## src/rtl/banco_registradores_param.sv

```systemverilog
// ---------------------------------------------------------------------------
// banco_registradores_param
//
// Parametrised register bank: two registered read ports, one write port with
// same-cycle write-to-read bypass, optional hardwired-zero register 0 and a
// multi-cycle clear sweep that zeroes one register per clock.
//
// Parameters:
//   LARGURA  - data width of every register and data port
//   NUM_REGS - number of registers (2 .. 2**END_W)
//   END_W    - address width
//   R0_ZERO  - 1: register 0 reads as zero and ignores writes
//
// Ports:
//   clk       clock, all state changes on the rising edge
//   reset_n   asynchronous active-low reset
//   sinal     write enable
//   entrada1  read address, port 1
//   entrada2  read address, port 2
//   entrada3  write address
//   dado      write data
//   le1/le2   read enables for ports 1 and 2
//   limpar    start clear sweep
//   saida1/2  registered read data
//   valido1/2 read data updated by the previous edge
//   ocupado   clear sweep in progress (reads and writes are ignored)
// ---------------------------------------------------------------------------
module banco_registradores_param #(
    parameter int LARGURA  = 16,
    parameter int NUM_REGS = 16,
    parameter int END_W    = 4,
    parameter int R0_ZERO  = 0
) (
    input  logic               clk,
    input  logic               reset_n,
    input  logic               sinal,
    input  logic [END_W-1:0]   entrada1,
    input  logic [END_W-1:0]   entrada2,
    input  logic [END_W-1:0]   entrada3,
    input  logic [LARGURA-1:0] dado,
    input  logic               le1,
    input  logic               le2,
    input  logic               limpar,
    output logic [LARGURA-1:0] saida1,
    output logic [LARGURA-1:0] saida2,
    output logic               valido1,
    output logic               valido2,
    output logic               ocupado
);

    // The read mux spans the full address space; unmapped addresses read 0.
    localparam int PROF = 2**END_W;
    // Counter is one bit wider than the address so NUM_REGS = 2**END_W is
    // representable without wrapping.
    localparam logic [END_W:0] ULTIMO = (END_W+1)'(NUM_REGS - 1);

    typedef enum logic {OCIOSO, LIMPANDO} estado_t;

    estado_t            estado;
    logic [END_W:0]     contador;
    logic [LARGURA-1:0] banco [PROF];

    logic               end_valido;
    logic               escrita;
    logic               bypass1;
    logic               bypass2;
    logic [LARGURA-1:0] leitura1;
    logic [LARGURA-1:0] leitura2;

    // A write address is usable only if it maps to a real, non-hardwired reg.
    assign end_valido = ({1'b0, entrada3} < (END_W+1)'(NUM_REGS)) &&
                        !((R0_ZERO != 0) && (entrada3 == '0));
    assign escrita    = sinal && !ocupado && end_valido;

    // Bypass forwards the data being written this edge to a matching reader.
    assign bypass1  = escrita && (entrada3 == entrada1);
    assign bypass2  = escrita && (entrada3 == entrada2);
    assign leitura1 = bypass1 ? dado : banco[entrada1];
    assign leitura2 = bypass2 ? dado : banco[entrada2];

    // One storage element per real register; everything else is tied to 0.
    generate
        for (genvar gi = 0; gi < PROF; gi++) begin : g_banco
            if ((gi < NUM_REGS) && !((R0_ZERO != 0) && (gi == 0))) begin : g_reg
                logic [LARGURA-1:0] valor;

                always_ff @(posedge clk or negedge reset_n) begin
                    if (!reset_n) begin
                        valor <= '0;
                    end else if ((estado == LIMPANDO) &&
                                 (contador == (END_W+1)'(gi))) begin
                        valor <= '0;
                    end else if (escrita && (entrada3 == END_W'(gi))) begin
                        valor <= dado;
                    end
                end

                assign banco[gi] = valor;
            end else begin : g_zero
                assign banco[gi] = '0;
            end
        end
    endgenerate

    // Clear sweep sequencer. ocupado is registered alongside the state so it
    // is high for exactly NUM_REGS cycles, starting after the limpar edge.
    always_ff @(posedge clk or negedge reset_n) begin
        if (!reset_n) begin
            estado   <= OCIOSO;
            contador <= '0;
            ocupado  <= 1'b0;
        end else begin
            case (estado)
                OCIOSO: begin
                    if (limpar) begin
                        estado   <= LIMPANDO;
                        contador <= '0;
                        ocupado  <= 1'b1;
                    end
                end
                LIMPANDO: begin
                    if (contador == ULTIMO) begin
                        estado   <= OCIOSO;
                        contador <= '0;
                        ocupado  <= 1'b0;
                    end else begin
                        contador <= contador + (END_W+1)'(1);
                    end
                end
                default: begin
                    estado   <= OCIOSO;
                    contador <= '0;
                    ocupado  <= 1'b0;
                end
            endcase
        end
    end

    // Registered read ports: data holds when not enabled, valid pulses.
    always_ff @(posedge clk or negedge reset_n) begin
        if (!reset_n) begin
            saida1  <= '0;
            saida2  <= '0;
            valido1 <= 1'b0;
            valido2 <= 1'b0;
        end else begin
            if (le1 && !ocupado) begin
                saida1  <= leitura1;
                valido1 <= 1'b1;
            end else begin
                valido1 <= 1'b0;
            end
            if (le2 && !ocupado) begin
                saida2  <= leitura2;
                valido2 <= 1'b1;
            end else begin
                valido2 <= 1'b0;
            end
        end
    end

endmodule

```

## config.mk

```make
export PLATFORM = sky130hd
export DESIGN_NAME = banco_registradores_param
export DESIGN_NICKNAME = d
export VERILOG_FILES = /design/src/rtl/banco_registradores_param.sv
export SDC_FILE = /design/constraint.sdc
export NUM_CORES = 1
export LEC_CHECK = 0
export BUFFER_PORTS_ARGS = -buffer_cell sky130_fd_sc_hd__buf_2
export CAP_MARGIN = 20
export CELL_PAD_IN_SITES_DETAIL_PLACEMENT = 1
export CELL_PAD_IN_SITES_GLOBAL_PLACEMENT = 1
export CORE_UTILIZATION = 43
export DETAILED_ROUTE_END_ITERATION = 10
export GPL_ROUTABILITY_DRIVEN = 0
export PLACE_DENSITY = 0.76
export SETUP_SLACK_MARGIN = 0.02
export SKIP_CTS_REPAIR_TIMING = 1
export SLEW_MARGIN = 10
export SYNTH_ARGS = -nofsm -noshare
export SYNTH_HDL_FRONTEND = slang
export SYNTH_SLANG_ARGS = --single-unit
```

## constraint.sdc

```tcl
create_clock -name clk -period 5.1 [get_ports clk]
set_clock_uncertainty 0.05 [all_clocks]
set_input_delay 1.02 -clock clk [delete_from_list [all_inputs] [get_ports clk]]
set_output_delay 1.02 -clock clk [all_outputs]
set_load 0.005 [all_outputs]
```

== Yosys cells after proc, flatten, opt, wreduce, memory -nomap -nowiden ==
Index checks and enable logic that the tools add are counted.
Operators by class
  multiply operators: 0
  add/sub/neg operators: 1
  bitwise gates (word level): 3
  shifts and indexed selects: 0
  reductions and logical operators: 57
  $lt $le $gt $ge: 2
  eq/ne operators: 34
  mux-type cells: 51
  divide/modulo/power cells: 0
Operators with widths (count)
  16-bit two-way mux: 38
  16-bit binary-select mux with 4-bit select: 2
  5-bit by 4-bit equality test with 1-bit output, second input constant: 8
  1-bit logical AND: 37
  4-bit equality test, second input constant: 8
  2-bit nonzero test: 16
  5-bit by 3-bit equality test with 1-bit output, second input constant: 4
  4-bit by 3-bit equality test with 1-bit output, second input constant: 4
  5-bit by 2-bit equality test with 1-bit output, second input constant: 2
  5-bit >= comparator, second input constant: 2
  5-bit two-way mux: 2
  4-bit inverter with 5-bit output: 2
  5-bit case mux with 2 select lines: 1
  4-bit by 2-bit equality test with 1-bit output, second input constant: 2
  4-bit equality test: 2
  1-bit two-way mux: 6
  5-bit by 1-bit adder with 5-bit output, second input constant: 1
  5-bit by 1-bit equality test with 1-bit output, second input constant: 1
  5-bit logical NOT: 1
  4-bit by 1-bit equality test with 1-bit output, second input constant: 1
  4-bit logical NOT: 1
  1-bit case mux with 2 select lines: 2
  2-bit by 1-bit != test with 1-bit output, second input constant: 1
  2-bit != test, second input constant: 1
  3 further kinds: 3
Word-level totals
  register bits after elaboration: 297
  memory bits (read-only): 0
  bits in latches: 0
  memories kept: 0
  RAM bits: 0
  input port bits: 34

== Longest topological paths before layout ==
Gate-level depths: netlist of the first run.
  word-level depth: 5
  gate-level depth with buffers: 9
  mapped depth without buffers: 6

== Least setup slack after synthesis of the first run ==
Ideal clock, no wire load.
  path kind: in2reg
  start point: input port entrada2[0]
  end point: register saida2[12]
  arrival: 2294 ps
  setup time: 141 ps
  stages on the path: 6
  slack: 2614 ps
  path buffers: 2
  path through: buf_4 -> buf_4 -> mux4_2 -> a22o_1 -> nor2_1 -> a221oi_1
On the way
  cells in the longest elaborated chain, start to end: 5
RTL lines
  start: declaration: line 38  | input logic [END_W-1:0] entrada2,
  4-bit inverter with 5-bit output (implied by the code): line 79  | assign leitura2 = bypass2 ? dado : banco[entrada2];
  16-bit binary-select mux with 4-bit select: line 79
  16-bit two-way mux (implied by the code) (2 in a row): line 79
  16-bit two-way mux (*): line 79
  end signal: assignment: line 154  | saida2 <= leitura2;
  end: declaration: line 45  | output logic [LARGURA-1:0] saida2,
Every way passes the cells marked *; elsewhere a longest branch is shown, timed or not. The select of a mux whose other input is x is not followed.
A chain may end at the register's enable or synchronous reset.

== Final worst setup path of the first run ==
  start point: input port entrada1[1]
  end point: register saida1[15]
On the way
  cells in the longest elaborated chain, start to end: 5
RTL lines
  start: declaration: line 37  | input logic [END_W-1:0] entrada1,
  4-bit inverter with 5-bit output (implied by the code): line 78  | assign leitura1 = bypass1 ? dado : banco[entrada1];
  16-bit binary-select mux with 4-bit select: line 78
  16-bit two-way mux (implied by the code) (2 in a row): line 78
  16-bit two-way mux (*): line 78
  end signal: assignment: line 148  | saida1 <= leitura1;
  end: declaration: line 44  | output logic [LARGURA-1:0] saida1,
Marks and branches as above.

==> metrics.csv, run 1 <==
metric,value,unit
# port buffers,68,
initial core utilization,0.435,
Tcrit/Tclk final,0.581,
CP max FO,42,
CP max stage cell,o21a_1,
drt first pass iters,5,
die width,191,um
Fin. Hold Viols,0,
Synth top area share,0.481,
Final ANT Viol Nets,0,
First DRT Iteration DRCs,1033,
TNS Setup,0,ps
layout cells sized above 1,0.267,
total gr overflow,0,
DR vias,11800,
initial antenna violation count,2,
placed cells,1610,
maximum clock rate,0.337,GHz
Gate power share,0.303,
post-synthesis cell area,15400,um^2
fin nets,1224,
hold_ws,478,ps
worst-skew pair later-pin latency,530,ps
Worst Path Arrival,3260,ps
register area share after synthesis,0.481,
Yosys warnings,0,
max-cap violations,0,
largest net degree at the start of global routing,136,
Hold Path Class,flip-flop to flip-flop,
CP cell instances,"buf_4, xnor2_1, nand3_1, buf_4, o21a_1, a31oi_1",
GR Util All Layers,0.303,
fin cells,1675,
asr flop ratio synth,1.00,
die area,36700,um^2
Worst-Margin Slew,1280,ps
fin. max-slew vios,0,
WL/cell,32.3,um
Final Util,0.490,
WP data required,5390,ps
Pleak,7.65,nW
core area,35500,um^2
post-DP HPWL,32600,um
pre-CTS setup slack,1720,ps
I/O pin cnt,69,
critical path type,input port to flip-flop,
clock power share,0.276,
CP endpoint kind,flip-flop,
count of endpoints failing setup in the final report,0,
Worst-path clk slew,60,ps
mux cell area share after synthesis,0.197,
Most used DFF post-synth,dfrtp_1,
vias in the first global route,12500,
Top delay family on crit path,compound AO/OA/AOI/OAI gates,
Sw Pwr,3.19,mW
"commonest non-fill, non-tap cell in the layout",dfrtp_1,
Final WS setup,2140,ps
Area growth syn-to-layout,12.6,%
cell count after synthesis,1175,
H-Tree Depth,2,
largest family of logic cells by synthesized area,compound AO/OA/AOI/OAI gates,
Seq pwr share,0.421,
critical path's most frequent cell,buf_4,
PD cells,550,nW/um^2
Synth area leader,dfrtp_1,
Slew headroom,0.144,
sw frac,0.334,
drt total wl,54100,um
most frequent cells in the layout,"dfrtp_1, a22o_1, mux4_2",
die height,191,um
Post-Synth Adder-Cell Area,0.00324,
Final min period,2960,ps
vias per inst,7.06,
outcome,"complete, no violations",
final total power,9.55,mW
placed cell areas,16100,um^2
CTS tree,done,
xor/xnor cell area share of the yosys netlist,0.00454,
clk root buf,clkbuf_16,
global-route wire length before repair,82100,um
Synth Area in Compound Gates,0.206,
Synth Register Bits,297,
RSZ-0062 raised after global routing,false,
CTS Buf Count,34,
Avg Synthesized Cell Area,13.1,um^2
"EDFF count, synth",0,
VDD IR-drop max,0.395,mV
max incr delay on CP,730,ps
worst-case clock buffer depth,3,
Area contributors post-synth,"dfrtp_1, mux4_2, a22o_1, mux2i_1, buf_2",
Core Rows,69,
Startpoint Class,input port,
Synth Area in Simple Gates,0.0613,
Final Instance Area,17400,um^2
Buf/Inv on CP,2,
Mapped Nets,1213,
clk sinks,297,
Synth cell types,53,
Pint,6.36,mW
Remaining DRCs,0,
-- worst paths after layout --
path	end	slack [ps]	depth (start not counted)	from
setup reg to reg	saida1[15]	2400	4	ocupado
min in group asynchronous	g_banco[6].g_reg.valor[14]	510	1	reset_n
hold reg to reg	g_banco[11].g_reg.valor[12]	480	1	g_banco[11].g_reg.valor[12]
hold / removal	g_banco[11].g_reg.valor[12]	480	1	g_banco[11].g_reg.valor[12]
setup / recovery	saida1[15]	2140	6	entrada1[1]
max in group asynchronous	saida2[7]	3370	2	reset_n
-- synthesized netlist by cell type, types with 13 or more instances --
cell	count
nand2_1	41
inv_1	23
a22o_1	289
o32ai_1	13
buf_1	20
a31oi_1	18
dfrtp_1	297
clkbuf_1	33
mux4_2	113
or2_2	15
nor2_1	57
buf_2	56
a221oi_1	16
a2bb2oi_1	15
nand3_1	18
mux2i_1	48
buf_4	16
-- power by group through the flow --
stage	combinational, mW	sequential [mW]	clock (mW)
after global routing	3.08	4.11	2.75
after global placement	2.72	3.94	0
after detailed placement	2.82	4.00	0
after CTS	2.86	3.99	2.66
after floorplan	2.05	3.70	0
final	2.89	4.02	2.64
-- cell type report --
class	count	area, um^2
Clock inverter	14	173
Clock buffer	48	1040
Sequential cell	297	7430
Fill cell	3510	18100
Tap cell	461	577
Antenna cell	2	5.00
Inverter	24	90.1
Timing Repair Buffer	103	689
Multi-Input combinational cell	726	7370
-- per-layer routing --
metal	vias up	GRT usage	routed length, um
met5	-	0	0
met4	0	0.144	2490
met3	182	0.0496	4230
met2	628	0.493	26100
met1	6322	0.396	21300
li1	4690	-	-
-- flip-flops by register name, indices dropped and copies added (netlist names) --
register	cells
valido2	1
g_banco.g_reg.valor	256
estado	1
contador	5
ocupado	1
saida1	16
saida2	16
valido1	1
-- cell families after synthesis --
group           count (synthesis)
fa+ha+maj                       4
xor+xnor                        8
simple gates                  177
flops                         297
buf+inv                       152
mux                           162
compound gates                375
No activity file was read; power rests on OpenSTA's default activity.
==> inputs of run 2 (changes only) <==
PLACE_DENSITY = 0.78   (was 0.76)
clock period = 2.5 ns   (was 5.1 ns; I/O delays follow)
==> run 2 against run 1 <==
  * The flow now finishes with violations (design-rule violations)
  * Flip-flop and latch count unchanged
  * Setup slack got worse by 1800 ps
  * Register-to-register slack got worse by 2000 ps
  * Wire length increased by 1.0%
  * Worst hold slack got worse by 340 ps
  * Power increased by 100%
  * Utilization increased by 0.78 points
  * Largest power group unchanged
  * Cell count increased by 2.4%
  * Critical path depth decreased by 1
  * Sequential share of layout area decreased by 0.67 points
  * Via count increased by 1.8%
  * Clock power increased by 92%
==> metrics.csv, run 2 (synthesis gave the netlist of run 1 again) <==
metric,value,unit
outcome,finished with violations,
failing checks,design-rule violations,
global-route wire length before repair,83700,um
Area growth syn-to-layout,14.4,%
Worst-path clk slew,60,ps
Hold Path Class,input port to flip-flop,
clk root buf,clkbuf_16,
met1 Use GR,0.400,
CP max stage cell,or3b_1,
Pleak,7.85,nW
count of endpoints failing setup in the final report,0,
drt total wl,54700,um
Final WS setup,380,ps
Worst Path Arrival,2540,ps
TNS Setup,0,ps
die area,36700,um^2
fin nets,1267,
max-cap violations,0,
max incr delay on CP,540,ps
layout cells sized above 1,0.286,
worst-case clock buffer depth,3,
largest net degree at the start of global routing,59,
CTS Buf Count,31,
Slew headroom,0.360,
GR Util All Layers,0.308,
Startpoint Class,flip-flop,
biggest regs,"g_banco.g_reg.valor: 256 flops, saida1: 16 flops, saida2: 16 flops",
PD cells,1090,nW/um^2
CTS tree,done,
CP cell instances,"or3b_1, nor2_1, a21oi_2, buf_4, a22o_1",
maximum clock rate,0.472,GHz
final total power,19.2,mW
pre-CTS setup slack,259,ps
grt peak-use layer,met2,
WL/cell,31.9,um
Final min period,2120,ps
# port buffers,68,
I/O pin cnt,69,
DR vias,12000,
most frequent cells in the layout,"dfrtp_1, a22o_1, mux4_2",
WP data required,2920,ps
Tcrit/Tclk final,0.848,
die height,191,um
initial core utilization,0.435,
Final ANT Viol Nets,0,
Remaining DRCs,1,
die width,191,um
VDD IR-drop max,0.731,mV
Fin. Hold Viols,0,
"Most flops, register",g_banco.g_reg.valor,
Buf/Inv on CP,1,
initial antenna violation count,2,
Worst-Margin Slew,960,ps
total gr overflow,0,
vias in the first global route,13000,
post-DP HPWL,34500,um
Final Util,0.498,
critical path type,flip-flop to flip-flop,
CP endpoint kind,flip-flop,
met3 usage,0.0507,
CP max FO,16,
grt met2 use,0.502,
clk sinks,297,
max FFs per register,256,
core area,35500,um^2
Top delay family on crit path,simple AND/OR/NAND/NOR gates,
"commonest non-fill, non-tap cell in the layout",dfrtp_1,
RSZ-0062 raised after global routing,false,
vias per inst,7.02,
Core Rows,69,
worst-skew pair later-pin latency,580,ps
fin. max-slew vios,0,
First DRT Iteration DRCs,1328,
drt first pass iters,8,
H-Tree Depth,1,
## run 2: cell type report
class                           count  area [um^2]
Antenna cell                        2         5.00
Clock buffer                       42          897
Clock inverter                     15          214
Fill cell                        3498        17800
Inverter                           24         90.1
Multi-Input combinational cell    726         7310
Sequential cell                   297         7430
Tap cell                          461          577
Timing Repair Buffer              149         1130
## run 2: power breakdown
group	total, mW	internal (mW)	leakage (nW)	switching, mW
clock network	5.06	3.02	0.550	2.04
registers	8.21	6.57	3.99	1.64
logic	5.96	3.16	3.32	2.80
## run 2: final timing paths
path                                                  from                     endpoint  slack (ps)  depth (start not counted)
worst min register to register  g_banco[12].g_reg.valor[4]   g_banco[12].g_reg.valor[4]         480                          1
max in group asynchronous                          reset_n  g_banco[14].g_reg.valor[15]        1240                          3
worst min-delay path                                limpar                      ocupado         140                          3
min in group asynchronous                          reset_n  g_banco[15].g_reg.valor[13]         410                          2
worst max register to register                      estado   g_banco[4].g_reg.valor[14]         380                          5
worst max-delay path                                estado   g_banco[4].g_reg.valor[14]         380                          5
## run 2: worst register-to-register path, stage by stage (launching register included)
cell and delay, ps:
dfrtp_1 510, or3b_1 540, nor2_1 320, a21oi_2 60, buf_4 250, a22o_1 280
## run 2: metrics by stage
step	hold WS [ps]	cells	area, um^2
6_report	142	1716	17700
5_1_grt	182	1716	17700
4_1_cts	-175	1713	17600
3_5_place_dp	437	1656	16500
3_3_place_gp	428	1656	16500
2_1_floorplan	154	1175	15400
## run 2: per-layer routing
| layer | vias up | part of all wire |
|---|---|---|
| li1 | 4746 | - |
| met1 | 6415 | 0.38 |
| met2 | 704 | 0.49 |
| met3 | 175 | 0.084 |
| met4 | 0 | 0.044 |
| met5 | - | 0 |
